--- src/rtl/mem_port_arbiter_if.sv ---
// ---------------------------------------------------------------------------
// mem_port_arbiter_if
// Bundles every handshake/bus signal of mem_port_arbiter:
//   fetch side : if_req, if_addr -> if_done, if_rdata, if_stall
//   data side  : dm_req, dm_wr, dm_addr, dm_wdata -> dm_done, dm_rdata, dm_stall
//   memory side: mem_en, mem_wr, mem_addr, mem_wdata <- mem_rdata, mem_ready
//   status     : err (sticky protocol error)
// Modports:
//   slave  - the arbiter itself
//   master - the environment (pipeline requesters plus memory model)
// ---------------------------------------------------------------------------
interface mem_port_arbiter_if #(
  parameter int ADDR_W = 16,
  parameter int DATA_W = 16
);
  logic              if_req;
  logic [ADDR_W-1:0] if_addr;
  logic              if_done;
  logic [DATA_W-1:0] if_rdata;
  logic              if_stall;
  logic              dm_req;
  logic              dm_wr;
  logic [ADDR_W-1:0] dm_addr;
  logic [DATA_W-1:0] dm_wdata;
  logic              dm_done;
  logic [DATA_W-1:0] dm_rdata;
  logic              dm_stall;
  logic              mem_en;
  logic              mem_wr;
  logic [ADDR_W-1:0] mem_addr;
  logic [DATA_W-1:0] mem_wdata;
  logic [DATA_W-1:0] mem_rdata;
  logic              mem_ready;
  logic              err;

  modport slave (
    input  if_req, if_addr, dm_req, dm_wr, dm_addr, dm_wdata, mem_rdata, mem_ready,
    output if_done, if_rdata, if_stall, dm_done, dm_rdata, dm_stall,
           mem_en, mem_wr, mem_addr, mem_wdata, err
  );

  modport master (
    output if_req, if_addr, dm_req, dm_wr, dm_addr, dm_wdata, mem_rdata, mem_ready,
    input  if_done, if_rdata, if_stall, dm_done, dm_rdata, dm_stall,
           mem_en, mem_wr, mem_addr, mem_wdata, err
  );
endinterface

--- src/rtl/mem_port_arbiter.sv ---
// ---------------------------------------------------------------------------
// mem_port_arbiter
// Shares one single-ported, variable-latency memory between the fetch stage
// (read-only) and the memory stage (load/store). One access at a time; the
// granted address/write data are latched so requesters may change them while
// the access is in flight. Data requests win by default.
//
// Ports:
//   clk  - clock, all state on rising edge
//   rst  - asynchronous active-low reset
//   bus  - mem_port_arbiter_if.slave (requester, memory and err signals)
//
// Build option:
//   ARB_FAIRNESS_EN - when defined, a 3-bit starve counter counts data grants
//   made while fetch waits; at STARVE_MAX the next contested grant goes to
//   fetch. When undefined, data has strict priority.
// ---------------------------------------------------------------------------
module mem_port_arbiter #(
  parameter int ADDR_W     = 16,
  parameter int DATA_W     = 16,
  parameter int STARVE_MAX = 4
) (
  input  logic                  clk,
  input  logic                  rst,
  mem_port_arbiter_if.slave     bus
);

  typedef enum logic [1:0] {
    IDLE    = 2'd0,
    BUSY_IF = 2'd1,
    BUSY_DM = 2'd2
  } state_e;

  state_e            state_q, state_d;
  logic [ADDR_W-1:0] addr_q, addr_d;
  logic [DATA_W-1:0] wdata_q, wdata_d;
  logic              wr_q, wr_d;
  logic              err_q, err_d;
  logic              grant_if_s, grant_dm_s;
  logic              fetch_prio_s;

`ifdef ARB_FAIRNESS_EN
  localparam logic [2:0] STARVE_LIM = 3'(STARVE_MAX);
  logic [2:0] starve_q, starve_d;

  // Fetch wins a contested IDLE cycle once it has been passed over enough times.
  assign fetch_prio_s = (starve_q == STARVE_LIM);

  // Starve counter: cleared by a fetch grant, bumped by a data grant while fetch waits.
  always_comb begin
    starve_d = starve_q;
    if (grant_if_s) begin
      starve_d = 3'd0;
    end else if (grant_dm_s && bus.if_req && (starve_q != STARVE_LIM)) begin
      starve_d = starve_q + 3'd1;
    end else begin
      starve_d = starve_q;
    end
  end

  // Starve counter register.
  always_ff @(posedge clk or negedge rst) begin
    if (!rst) begin
      starve_q <= 3'd0;
    end else begin
      starve_q <= starve_d;
    end
  end
`else
  assign fetch_prio_s = 1'b0;
`endif

  // Arbitration, access sequencing and error detection.
  always_comb begin
    state_d    = state_q;
    addr_d     = addr_q;
    wdata_d    = wdata_q;
    wr_d       = wr_q;
    grant_if_s = 1'b0;
    grant_dm_s = 1'b0;
    err_d      = err_q;
    case (state_q)
      IDLE: begin
        if (bus.dm_req && !(fetch_prio_s && bus.if_req)) begin
          grant_dm_s = 1'b1;
          state_d    = BUSY_DM;
          addr_d     = bus.dm_addr;
          wdata_d    = bus.dm_wdata;
          wr_d       = bus.dm_wr;
        end else if (bus.if_req) begin
          grant_if_s = 1'b1;
          state_d    = BUSY_IF;
          addr_d     = bus.if_addr;
          wr_d       = 1'b0;
        end else begin
          state_d = IDLE;
        end
      end
      BUSY_IF, BUSY_DM: begin
        if (bus.mem_ready) begin
          state_d = IDLE;
        end else begin
          state_d = state_q;
        end
      end
      default: begin
        state_d = IDLE;
      end
    endcase
    // A completion with nothing outstanding, or an unaligned grant, is sticky.
    err_d = err_q
          | ((state_q == IDLE) & bus.mem_ready)
          | ((grant_if_s | grant_dm_s) & addr_d[0]);
  end

  // State, latched access and error registers.
  always_ff @(posedge clk or negedge rst) begin
    if (!rst) begin
      state_q <= IDLE;
      addr_q  <= {ADDR_W{1'b0}};
      wdata_q <= {DATA_W{1'b0}};
      wr_q    <= 1'b0;
      err_q   <= 1'b0;
    end else begin
      state_q <= state_d;
      addr_q  <= addr_d;
      wdata_q <= wdata_d;
      wr_q    <= wr_d;
      err_q   <= err_d;
    end
  end

  // Completion is combinational on mem_ready so the requester sees it in the same cycle.
  assign bus.mem_en    = (state_q != IDLE);
  assign bus.mem_wr    = (state_q == BUSY_DM) & wr_q;
  assign bus.mem_addr  = addr_q;
  assign bus.mem_wdata = wdata_q;
  assign bus.if_done   = (state_q == BUSY_IF) & bus.mem_ready;
  assign bus.dm_done   = (state_q == BUSY_DM) & bus.mem_ready;
  assign bus.if_rdata  = bus.if_done ? bus.mem_rdata : {DATA_W{1'b0}};
  assign bus.dm_rdata  = bus.dm_done ? bus.mem_rdata : {DATA_W{1'b0}};
  assign bus.if_stall  = bus.if_req & ~bus.if_done;
  assign bus.dm_stall  = bus.dm_req & ~bus.dm_done;
  assign bus.err       = err_q;

endmodule

--- src/flat_wrapper.sv ---
// flat-port wrapper written by rule: the top's interface ports become plain ports
module mem_port_arbiter_flat 
#(
  parameter int ADDR_W     = 16,
  parameter int DATA_W     = 16,
  parameter int STARVE_MAX = 4
)
  (clk, rst, bus_if_req, bus_if_addr, bus_dm_req, bus_dm_wr, bus_dm_addr, bus_dm_wdata, bus_mem_rdata, bus_mem_ready, bus_if_done, bus_if_rdata, bus_if_stall, bus_dm_done, bus_dm_rdata, bus_dm_stall, bus_mem_en, bus_mem_wr, bus_mem_addr, bus_mem_wdata, bus_err);
  mem_port_arbiter_if #(.ADDR_W(ADDR_W), .DATA_W(DATA_W)) bus_i ();
  input  logic clk;
  input  logic rst;
  input wire logic [$bits(bus_i.if_req)-1:0] bus_if_req;
  input wire logic [$bits(bus_i.if_addr)-1:0] bus_if_addr;
  input wire logic [$bits(bus_i.dm_req)-1:0] bus_dm_req;
  input wire logic [$bits(bus_i.dm_wr)-1:0] bus_dm_wr;
  input wire logic [$bits(bus_i.dm_addr)-1:0] bus_dm_addr;
  input wire logic [$bits(bus_i.dm_wdata)-1:0] bus_dm_wdata;
  input wire logic [$bits(bus_i.mem_rdata)-1:0] bus_mem_rdata;
  input wire logic [$bits(bus_i.mem_ready)-1:0] bus_mem_ready;
  output wire logic [$bits(bus_i.if_done)-1:0] bus_if_done;
  output wire logic [$bits(bus_i.if_rdata)-1:0] bus_if_rdata;
  output wire logic [$bits(bus_i.if_stall)-1:0] bus_if_stall;
  output wire logic [$bits(bus_i.dm_done)-1:0] bus_dm_done;
  output wire logic [$bits(bus_i.dm_rdata)-1:0] bus_dm_rdata;
  output wire logic [$bits(bus_i.dm_stall)-1:0] bus_dm_stall;
  output wire logic [$bits(bus_i.mem_en)-1:0] bus_mem_en;
  output wire logic [$bits(bus_i.mem_wr)-1:0] bus_mem_wr;
  output wire logic [$bits(bus_i.mem_addr)-1:0] bus_mem_addr;
  output wire logic [$bits(bus_i.mem_wdata)-1:0] bus_mem_wdata;
  output wire logic [$bits(bus_i.err)-1:0] bus_err;
  assign bus_i.if_req = bus_if_req;
  assign bus_i.if_addr = bus_if_addr;
  assign bus_i.dm_req = bus_dm_req;
  assign bus_i.dm_wr = bus_dm_wr;
  assign bus_i.dm_addr = bus_dm_addr;
  assign bus_i.dm_wdata = bus_dm_wdata;
  assign bus_i.mem_rdata = bus_mem_rdata;
  assign bus_i.mem_ready = bus_mem_ready;
  assign bus_if_done = bus_i.if_done;
  assign bus_if_rdata = bus_i.if_rdata;
  assign bus_if_stall = bus_i.if_stall;
  assign bus_dm_done = bus_i.dm_done;
  assign bus_dm_rdata = bus_i.dm_rdata;
  assign bus_dm_stall = bus_i.dm_stall;
  assign bus_mem_en = bus_i.mem_en;
  assign bus_mem_wr = bus_i.mem_wr;
  assign bus_mem_addr = bus_i.mem_addr;
  assign bus_mem_wdata = bus_i.mem_wdata;
  assign bus_err = bus_i.err;
  mem_port_arbiter #(.ADDR_W(ADDR_W), .DATA_W(DATA_W), .STARVE_MAX(STARVE_MAX)) u_core (.clk(clk), .rst(rst), .bus(bus_i));
endmodule
--- config.mk ---
export PLATFORM = sky130hd
export DESIGN_NAME = mem_port_arbiter_flat
export DESIGN_NICKNAME = d
export VERILOG_FILES = /design/src/rtl/mem_port_arbiter_if.sv /design/src/rtl/mem_port_arbiter.sv /design/src/flat_wrapper.sv
export SDC_FILE = /design/constraint.sdc
export NUM_CORES = 1
export LEC_CHECK = 0
export CORE_AREA = 2 2 77 79
export DETAILED_ROUTE_END_ITERATION = 10
export DIE_AREA = 0 0 79 81
export PLACE_DENSITY_LB_ADDON = 0.1
export SKIP_CTS_REPAIR_TIMING = 1
export SYNTH_ARGS = -nofsm -noshare
export SYNTH_HDL_FRONTEND = slang
export SYNTH_SLANG_ARGS = --single-unit
--- constraint.sdc ---
create_clock -name clk -period 2.94 [get_ports clk]
set_input_delay 0.735 -clock clk [delete_from_list [all_inputs] [get_ports clk]]
set_output_delay 0.735 -clock clk [all_outputs]
set_load 0.02 [all_outputs]
# --- Word-level counts from Yosys, hierarchy flattened ---
# Cells that the tools add are included.
totals:
  reg_bits: 36
  word_cells: 43
op_classes:
  bitwise: 12
  eq_ne: 3
  mux: 16
  n_reduce_logical: 6
op_table:
  columns: ["op", "n"]
  rows:
  - ["$mux 16", 4]
  - ["$mux 1", 9]
  - ["$and 1x1->1", 7]
  - ["$mux 2", 2]
  - ["$pmux 2 s2", 1]
  - ["$reduce_and 2->1", 2]
  - ["$reduce_bool 2->1", 2]
  - ["$or 1x1->1", 3]
  - ["$eq 2x1->1 const B", 1]
  - ["$eq 2x2->1 const B", 1]
  - ["$logic_not 2->1", 1]
  - ["$ne 2x2->1 const B", 1]
  - ["$not 1->1", 2]
  - ["$reduce_or 2->1", 1]

# --- Depth between registers and ports, before layout ---
# Gate-level depths: netlist (run 1).
depth:
  depth_word: 6
  mapped_depth: 6
  depth_no_buf: 4

# --- Worst setup path before layout (run 1) ---
# Ideal clock, no wire load.
synth_timing:
  kind: "input-to-output"
  startpoint: "input port bus_if_req"
  endpoint: "output port bus_if_stall"
  arrival_time_ns: 1.299
  required_ns: 2.205
  path_slack_ns: 0.906
  path_stages: 2
  cell_sequence: "buf_1 -> nor2b_1"
synth_via:
  elab_chain_cells: 1
synth_lines:
  columns: ["element", "line_no", "source"]
  rows:
  - ["start, declared", "flat_wrapper.sv:12", "input wire logic [$bits(bus_i.if_req)-1:0] bus_if_req;"]
  - ["$and 1x1->1", "mem_port_arbiter.sv:142", "assign bus.if_stall = bus.if_req & ~bus.if_done;"]
  - ["end, declared", "flat_wrapper.sv:22", "output wire logic [$bits(bus_i.if_stall)-1:0] bus_if_stall;"]
# No other way between the ends.

# --- Worst setup path after layout (run 1) ---
layout_timing:
  startpoint: "register u_core.state_q[0]"
  endpoint: "output port bus_mem_wr"
layout_via:
  elab_chain_cells: 2
layout_lines:
  columns: ["element", "line_no", "source"]
  rows:
  - ["start, declared", "mem_port_arbiter.sv:34", "state_e state_q, state_d;"]
  - ["start signal, assigned", "mem_port_arbiter.sv:125", "state_q <= state_d;"]
  - ["$eq 2x2->1", "mem_port_arbiter.sv:135", "assign bus.mem_wr = (state_q == BUSY_DM) & wr_q;"]
  - ["$and 1x1->1", "mem_port_arbiter.sv:135", null]
  - ["end, declared", "flat_wrapper.sv:27", "output wire logic [$bits(bus_i.mem_wr)-1:0] bus_mem_wr;"]
# No other way between the ends.

==> results.ini, run 1 <==
[synthesis]
syn_area_mm2=0.00191
synth_nets=228
avgSynthCellArea_um2=12.3
ys_types=24
synth_seq_cells=36
ys_warn_count=0
synth_cells=155
yosysSeqAreaShare_pct=47.1

[cts]
cts_tree=done
ctsHtreeMaxLevel=2
clock-sinks=36
ctsRootBufferMaster=clkbuf_8
numCtsBuffers=5
clk_pin_slew_ns=0.07
cts.path.max_buffers=2
clkLatencyLatePin_ns=0.28

[sta]
setup_violations=0
rsz0062_at_grt=false
drv_slew=0
period_minus_slack_ns=2.76
clock_skew_ns=0.00460
fmax_mhz=363
final_hold_viol_count=0
period_share_pct=93.8
worst_slew_pin_slew_ns=0.790
maxSlewHeadroom_pct=47.3
final.setup.tns_ns=0

[placement]
place_area_mm2=0.00337
place_congestion=0.676
place_inst=360
dp_hpwl_mm=4.19
port-buffer-count=140

[run_status]
outcome=complete, no violations

[grt]
overflow=0
grt_pass1_vias=1860
grt_max_degree=37
grt_pass1_wl_mm=8.96
antenna_found_initial=0
grt_usage_pct=17.9

[critical_path]
arrival_ns=2.02
cp_max_fo=18
r2r-start=u_core.state_q[0]$_DFFE_PN0P_
worst-setup-path-type=register to output port
critical_path_required_ns=2.20
end_kind=output port
crit_start=u_core.state_q[0]$_DFFE_PN0P_
start_kind=register

[die]
ios=141
num_rows=28
die_h_um=81
dieArea_mm2=0.00640
initial_core_util_pct=33.7
core_mm2=0.00568
dieWidth_um=79

[routing]
ant_nets=0
drt_pass1_iterations=4
via_per_inst=4.93
post_drt_wl_per_cell_um=15.6
routed_wl_mm=5.76
drc=0
dr_total_vias=1816
drt-initial-drc-count=60

[final_layout]
antenna_cells=0
final_util_pct=62.8
fin_nets=365
final_cells=368
postLayoutCellArea_mm2=0.00356
drive_above_1_share_pct=11.3
area_growth_pct=86.5

[min_path]
hold_class=register to register
hp-start=u_core.bus.mem_wdata[13]$_DFFE_PN0P_

[power_and_ir_drop]
ir_drop_mv=0.383
p_leak_nw=2.21
total_power_mw=3.00
power.density_mw_per_mm2=841

[flow_run]
drv_cap=0

## Yosys cell counts (all sizes together)
| library cell | n | share of area [%] |
|---|---|---|
| a211o | 1 | 0.46 |
| a211oi | 1 | 0.39 |
| a21oi | 1 | 0.26 |
| a221o | 15 | 7.9 |
| a22o | 1 | 0.46 |
| and2 | 4 | 1.3 |
| and3 | 33 | 11 |
| and4b | 16 | 8.4 |
| buf | 9 | 3.5 |
| clkbuf | 7 | 1.4 |
| dfrtp | 36 | 47 |
| ha | 3 | 2.0 |
| inv | 3 | 0.59 |
| mux2 | 17 | 13 |
| mux2i | 1 | 0.52 |
| nand2b | 1 | 0.33 |
| nand3b | 2 | 0.79 |
| nor2 | 1 | 0.20 |
| nor2b | 2 | 0.65 |
| o21ai | 1 | 0.46 |
## cell type report
| cell class | instances | area (µm²) |
|---|---|---|
| clock buffers | 6 | 72.6 |
| clock inverters | 2 | 35.0 |
| fillers | 485 | 2110 |
| inverters | 3 | 11.3 |
| multi-input cells | 100 | 907 |
| flip-flops and latches | 36 | 901 |
| well taps | 75 | 93.8 |
| repair buffers | 146 | 1540 |
## cells by family after synthesis
group | synth area share [%]
AO/OA/AOI/OAI | 9.88
AND/OR/NAND/NOR | 22.4
multiplexers | 13.1
buffers and inverters | 5.50
adder cells (fa/ha/maj) | 1.96
flip-flops | 47.1
## worst max-delay path, stage by stage, from the launching register on
cell             delay [ns]
dfrtp_1                0.40
inv_1                  0.10
ha_1                   0.44
and2_1                 0.20
clkdlybuf4s50_1        0.60
## final timing paths
kind                                                        end  slack [ns]  cells after the start
max in group asynchronous   u_core.bus.mem_wdata[2]$_DFFE_PN0P_        1.92                      1
min                        u_core.bus.mem_wdata[13]$_DFFE_PN0P_        0.51                      1
max reg2reg                u_core.bus.mem_wdata[14]$_DFFE_PN0P_        1.07                      6
min reg2reg                u_core.bus.mem_wdata[13]$_DFFE_PN0P_        0.51                      1
min in group asynchronous    u_core.bus.mem_addr[6]$_DFFE_PN0P_        0.53                      1
max                                                  bus_mem_wr        0.18                      4
## registers in the layout (all words and copies together), names as in the netlist
signal / cells
u_core.bus.mem_addr: 16
u_core.bus.mem_wdata: 16
u_core.state_q: 2
u_core.bus.err: 1
u_core.wr_q: 1
## cells in the final DEF, fill, tap and decap left out
cell type,count
clkdlybuf4s50_1,103
dlymetal6s2s_1,36
dfrtp_1,36
and3_1,33
and4b_1,16
a221o_1,15
mux2_4,13
clkbuf_8,5
buf_4,5
mux2_2,4
inv_1,3
and2_1,3
ha_1,3
nand3b_1,2
nor2b_1,2
o21ai_2,1
a211o_1,1
a211oi_1,1
nor2_1,1
a21oi_1,1
and2_2,1
a22o_1,1
nand2b_1,1
mux2i_1,1
bufinv_16,1
clkbuf_1,1
clkinv_2,1
buf_2,1
buf_12,1
## power breakdown
| group | switching (mW) | leakage (nW) | internal (mW) |
|---|---|---|---|
| Sequential | 0.132 | 0.431 | 0.733 |
| Combinational | 0.799 | 1.72 | 0.903 |
| Clock | 0.178 | 0.0552 | 0.252 |
| Total | 1.11 | 2.21 | 1.89 |
## metrics by stage
stage / worst slack (ns) / hold slack [ns]
floorplan: 0.906 / 0.439
global placement: -0.0268 / 0.483
detailed placement: -0.0311 / 0.494
CTS: -0.0301 / 0.514
global route: 0.0303 / 0.522
finish: 0.183 / 0.508
## metal layers
layer / vias up / GRT usage [%] / share of wire, % / routed length, µm
met4: 0 / 5.52 / 1.3 / 74
met2: 91 / 29.2 / 47 / 2730
met1: 852 / 21.8 / 41 / 2380
li1: 866 / - / - / -
met3: 7 / 7.33 / 9.9 / 571
met5: - / 0 / 0 / 0
(Power assumes the default switching activity.)
==> run 2: changes to the inputs <==
Settings changed: HOLD_SLACK_MARGIN from default to 0.1.
==> results of run 2 <==
No change in the layout: final DEF, timing and power equal those of run 1.
==> patch 1, RTL diff (config.mk and constraints of run 2) <==
Encoding of `state_e`: now one-hot (3 bits for 3 states).
--- a/src/rtl/mem_port_arbiter.sv
+++ b/src/rtl/mem_port_arbiter.sv
@@ -25,10 +25,10 @@
   mem_port_arbiter_if.slave     bus
 );
 
-  typedef enum logic [1:0] {
-    IDLE    = 2'd0,
-    BUSY_IF = 2'd1,
-    BUSY_DM = 2'd2
+  typedef enum logic [2:0] {
+    IDLE    = 3'b001,
+    BUSY_IF = 3'b010,
+    BUSY_DM = 3'b100
   } state_e;
 
   state_e            state_q, state_d;
Behaviour: same outputs for any inputs over 10 cycles, from zero or initial values and one cycle with rst low; not proved beyond that.
==> patch 1 against run 2 <==
Non-clock buffer count increased by 3. Worst setup slack gained 50 ps. Design area rose by 1.0%. Area after synthesis rose by 0.79%. Core utilization is 0.64 points higher. Wire length is 7.2% higher. Total power fell by 0.81%. Sequential cell count up 1. Maximum frequency grew 1.8%. Largest power group unchanged.
==> patch 1: results (changes against run 2) <==
status: "finished clean"
yosys_warnings: 0  # unchanged
ctsRootBufferMaster: "clkbuf_8"
grt_max_degree: 38  # +2.7%
grt_antenna_before_repair: 0  # unchanged
worst_ep_arrival_time_ps: 1970  # -50 ps
seq_area_frac_synth_pct: 48.1  # +1.0 points
synth_flop_cell: "dfrtp_1"
hpwlAfterDp_um: 4540  # +8.5%
overflow: 0  # unchanged
dr_wl_met2_um: 2980  # +9.3%
clk_path_buf_depth: 2  # unchanged
placed_cells: 417  # +16%
wl_met3_um: 458  # -20%
ys_async_sr_fraction_pct: 100  # unchanged
ir_drop_mv: 0.502  # +31%
netlist_top_cells_area: "dfrtp_1 47%, and2_1 10%, nand2_1 9.5%, o32ai_2 6.8%, o22ai_1 4.9%"
whs_endpoint: "u_core.bus.mem_wdata[5]"
routed.top_layer: "met4"
via_per_inst: 4.77  # -3.3%
place_congestion: 0.741  # +9.6%
syn-num-nets: 276  # +21%
hold_class: "reg -> reg"
drtIter0Drc: 78  # +30%
firstDrtPassIters: 4  # unchanged
fin_cells: 425  # +15%
io_buffers: 140  # unchanged
worstHoldPathCells: 2  # +1
relSlewSlack_pct: 45.4  # -1.9 points
drive_above_1_share_pct: 8.57  # -2.7 points
finClkSkew_ps: 5.03  # +0.426 ps
clock_latency_ps: 280  # about the same
reg2reg_from: "u_core.state_q[0]"
preCtsSetupSlack_ps: -158  # -127 ps
r2r-end: "u_core.wr_q"
wire_per_inst_um: 14.5  # -7.1%
r2r_cells: 4  # -2
cts_buffers: 5  # unchanged
hold_slack_ps: 476  # -32.1 ps
syn_avg_cell_area_um2: 9.35  # -24%
p_leak_nw: 2.08  # -5.9%
grt_pass1_wl_um: 9560  # +6.8%
grt_usage_pct: 19.1  # +1.2 points
critPathMaxFanout: 10  # -8
grt_pass1_vias: 1919  # +3.2%
wirelength_met1_um: 2690  # +13%
synth_common_cells: "49 x nand2_1, 36 x dfrtp_1, 32 x and2_1"
n_fill_cell: 520  # +7.2%
rrSetupSlack_ps: 1290  # +220 ps
yosysUniqueCellTypes: 29  # +21%
min_from: "u_core.bus.mem_wdata[5]"
h-tree-depth: 2  # unchanged
cts.clk_slew.worst_paths_ps: 70  # about the same
insertedDiodeCount: 0  # unchanged
dpl_cell_area_um2: 3430  # +1.9%
-- patch 1: cells by family (layout without fill, tap and decap cells) --
| family | after synthesis | after routing | share of synthesized area, % |
|---|---|---|---|
| compound gates | 38 | 38 | 17.6 |
| buf+inv | 15 | 159 | 4.16 |
| flops | 37 | 37 | 48.1 |
| simple gates | 116 | 116 | 30.1 |
-- patch 1: power by group --
part           internal, mW  leakage, nW  switching, mW
registers             0.762        0.440          0.196
clock network         0.166       0.0422          0.168
logic                 0.816         1.60          0.863
total                  1.74         2.08           1.23
-- patch 1: area by class of cell --
type / count / area, um^2 / share of cell area (%)
tap: 75 / 93.8 / 2.61
clock buffer: 7 / 76.3 / 2.12
clock inverter: 1 / 5.00 / 0.139
inverter: 2 / 10.0 / 0.278
multi-input combinational: 154 / 935 / 26.0
sequential: 37 / 927 / 25.7
timing repair buffer: 149 / 1550 / 43.2
-- patch 1: worst max-delay path by stage --
stage | end | slack [ps] | from
after floorplan | bus_if_rdata[10] | 490 | bus_mem_ready
after global placement | bus_dm_rdata[10] | -160 | bus_mem_ready
after detailed placement | bus_if_rdata[6] | -160 | bus_mem_ready
after CTS | bus_if_rdata[6] | -170 | bus_mem_ready
after global routing | bus_if_rdata[8] | 140 | bus_mem_ready
final | bus_if_rdata[8] | 230 | bus_mem_ready
-- patch 1: critical path, stage by stage --
cell,delay (ps)
clkdlybuf4s50_1,480
nand2b_1,70
nor2_1,140
buf_4,170
and2_1,130
dlymetal6s2s_1,240
-- patch 1: per-layer routing --
metal | vias to the layer above | GRT usage, %
li1 | 1003 | -
met1 | 946 | 24.3
met2 | 75 | 31.7
met3 | 4 | 6.22
met4 | 0 | 4.66
met5 | - | 0
==> patch 2, RTL diff (flow settings as in run 2) <==
Without the edit above. `ADDR_W` is set to 16 in 3 places; all go to 15.
--- a/src/rtl/mem_port_arbiter_if.sv
+++ b/src/rtl/mem_port_arbiter_if.sv
@@ -10,7 +10,7 @@
 //   master - the environment (pipeline requesters plus memory model)
 // ---------------------------------------------------------------------------
 interface mem_port_arbiter_if #(
-  parameter int ADDR_W = 16,
+  parameter int ADDR_W = 15,
   parameter int DATA_W = 16
 );
   logic              if_req;
--- a/src/rtl/mem_port_arbiter.sv
+++ b/src/rtl/mem_port_arbiter.sv
@@ -16,7 +16,7 @@
 //   fetch. When undefined, data has strict priority.
 // ---------------------------------------------------------------------------
 module mem_port_arbiter #(
-  parameter int ADDR_W     = 16,
+  parameter int ADDR_W     = 15,
   parameter int DATA_W     = 16,
   parameter int STARVE_MAX = 4
 ) (
--- a/src/flat_wrapper.sv
+++ b/src/flat_wrapper.sv
@@ -1,7 +1,7 @@
 // flat-port wrapper written by rule: the top's interface ports become plain ports
 module mem_port_arbiter_flat 
 #(
-  parameter int ADDR_W     = 16,
+  parameter int ADDR_W     = 15,
   parameter int DATA_W     = 16,
   parameter int STARVE_MAX = 4
 )
Interface: changed (resized bus_dm_addr, bus_if_addr and bus_mem_addr); port bits go from 141 to 138. No check against the original RTL was run, so the function may have changed too.
==> patch 2 against run 2 <==
Design area decreased by 1.8%. Via count decreased by 1.3%. Wire length decreased by 1.8%. Sequential cell count decreased by 1. Clock skew increased by 2.7 ps. Register-to-register slack improved by 50 ps. Worst setup slack got worse by 110 ps. Sequential share of layout area decreased by 0.25 points. Non-clock buffer count decreased by 2. Total power decreased by 2.0%. Area after synthesis decreased by 2.2%. Sequential power decreased by 3.4%.
==> patch 2: results (changes against run 2) <==
yosysUniqueCellTypes: 23  # -4.2%
clk_path_buf_depth: 2  # unchanged
preCtsSetupSlack_ps: -53.0  # -22.0 ps
hpwlAfterDp_um: 4040  # -3.6%
grt_max_degree: 36  # -2.7%
grt_usage_pct: 17.4  # -0.56 points
worstHoldPathCells: 1  # unchanged
ir_drop_mv: 0.376  # -1.9%
syn-num-nets: 222  # -2.6%
min_from: "u_core.bus.mem_addr[0]"
place_congestion: 0.746  # +10%
drcViolationCount: 0  # unchanged
p_leak_nw: 2.14  # -3.1%
insertedDiodeCount: 0  # unchanged
firstDrtPassIters: 4  # unchanged
grt_pass1_vias: 1776  # -4.5%
yosys_warnings: 0  # unchanged
synth_flop_cell: "dfrtp_1"
grt_pass1_wl_um: 8650  # -3.4%
cts_buffers: 5  # unchanged
wire_per_inst_um: 15.6  # -0.49%
largest_register_ffs: 16
ys_async_sr_fraction_pct: 100  # unchanged
h-tree-depth: 2  # unchanged
placed_cells: 355  # -1.4%
reg2reg_from: "u_core.state_q[0]"
drive_above_1_share_pct: 12.5  # +1.2 points
dpl_cell_area_um2: 3300  # -1.9%
hold_class: "reg -> reg"
startpoint: "bus_mem_ready"
status: "finished clean"
critPathMaxFanout: 4  # -14
seq_area_frac_synth_pct: 46.9  # -0.27 points
tightest_slew_ps: 771  # -18.8 ps
r2r_cells: 6  # unchanged
synth_common_cells: "35 x dfrtp_1, 33 x and3_1, 15 x and4b_1"
finClkSkew_ps: 7.32  # +2.72 ps
drt-total-wl_um: 5650  # -1.8%
netlist_top_cells_area: "dfrtp_1 47%, mux2_4 11%, and3_1 11%, and4b_1 8.0%, a221o_1 7.5%"
drtIter0Drc: 54  # -10%
ctsRootBufferMaster: "clkbuf_8"
io_buffers: 137  # -2.1%
n_fill_cell: 480  # -1.0%
grt_antenna_before_repair: 0  # unchanged
cts.clk_slew.worst_paths_ps: 70  # about the same
syn_avg_cell_area_um2: 12.4  # +0.36%
worst_ep_arrival_time_ps: 2130  # +110 ps
clock_latency_ps: 290
via_per_inst: 4.94  # about the same
## patch 2: final timing paths
check,endpoint,slack [ps]
worst min register to register,u_core.bus.mem_addr[0],490
worst max-delay path,bus_dm_stall,80
min in group asynchronous,u_core.bus.mem_wdata[9],520
worst max register to register,u_core.bus.mem_wdata[11],1120
worst min-delay path,u_core.bus.mem_addr[0],490
max in group asynchronous,u_core.bus.mem_wdata[4],1930
## patch 2: cell families after synthesis
group                      synth area share, %
adders and majority gates                 2.01
and+or+nand+nor                           22.4
AOI/OAI and AO/OA                         9.57
buffers and inverters                     5.56
DFF                                       46.9
muxes                                     13.6
## patch 2: critical path, cell delays in order
cell and delay [ps]:
clkdlybuf4s50_1 480, and2_1 190, nor2b_1 110, clkdlybuf4s50_1 610
## patch 2: per-layer routing
layer / vias to the layer above / global-route usage [%] / wire length [um]
met2: 73 / 28.9 / 2680
met4: 0 / 6.03 / 111
met1: 853 / 21.1 / 2420
li1: 855 / - / -
met5: - / 0 / 0
met3: 11 / 6.00 / 436
## patch 2: final cells by class
cell class	count	area, um^2	area share, %
clock buffer	5	68.8	1.97
clock inverter	3	43.8	1.25
inverter	3	11.3	0.322
multi-input combinational	98	893	25.5
sequential	35	876	25.0
tap	75	93.8	2.68
timing repair buffer	144	1510	43.2
## patch 2: where the power goes
group / internal (mW) / switching [mW] / leakage (nW) / total (mW)
logic: 0.892 / 0.780 / 1.67 / 1.67
registers: 0.712 / 0.124 / 0.418 / 0.836
clock network: 0.252 / 0.176 / 0.0581 / 0.428
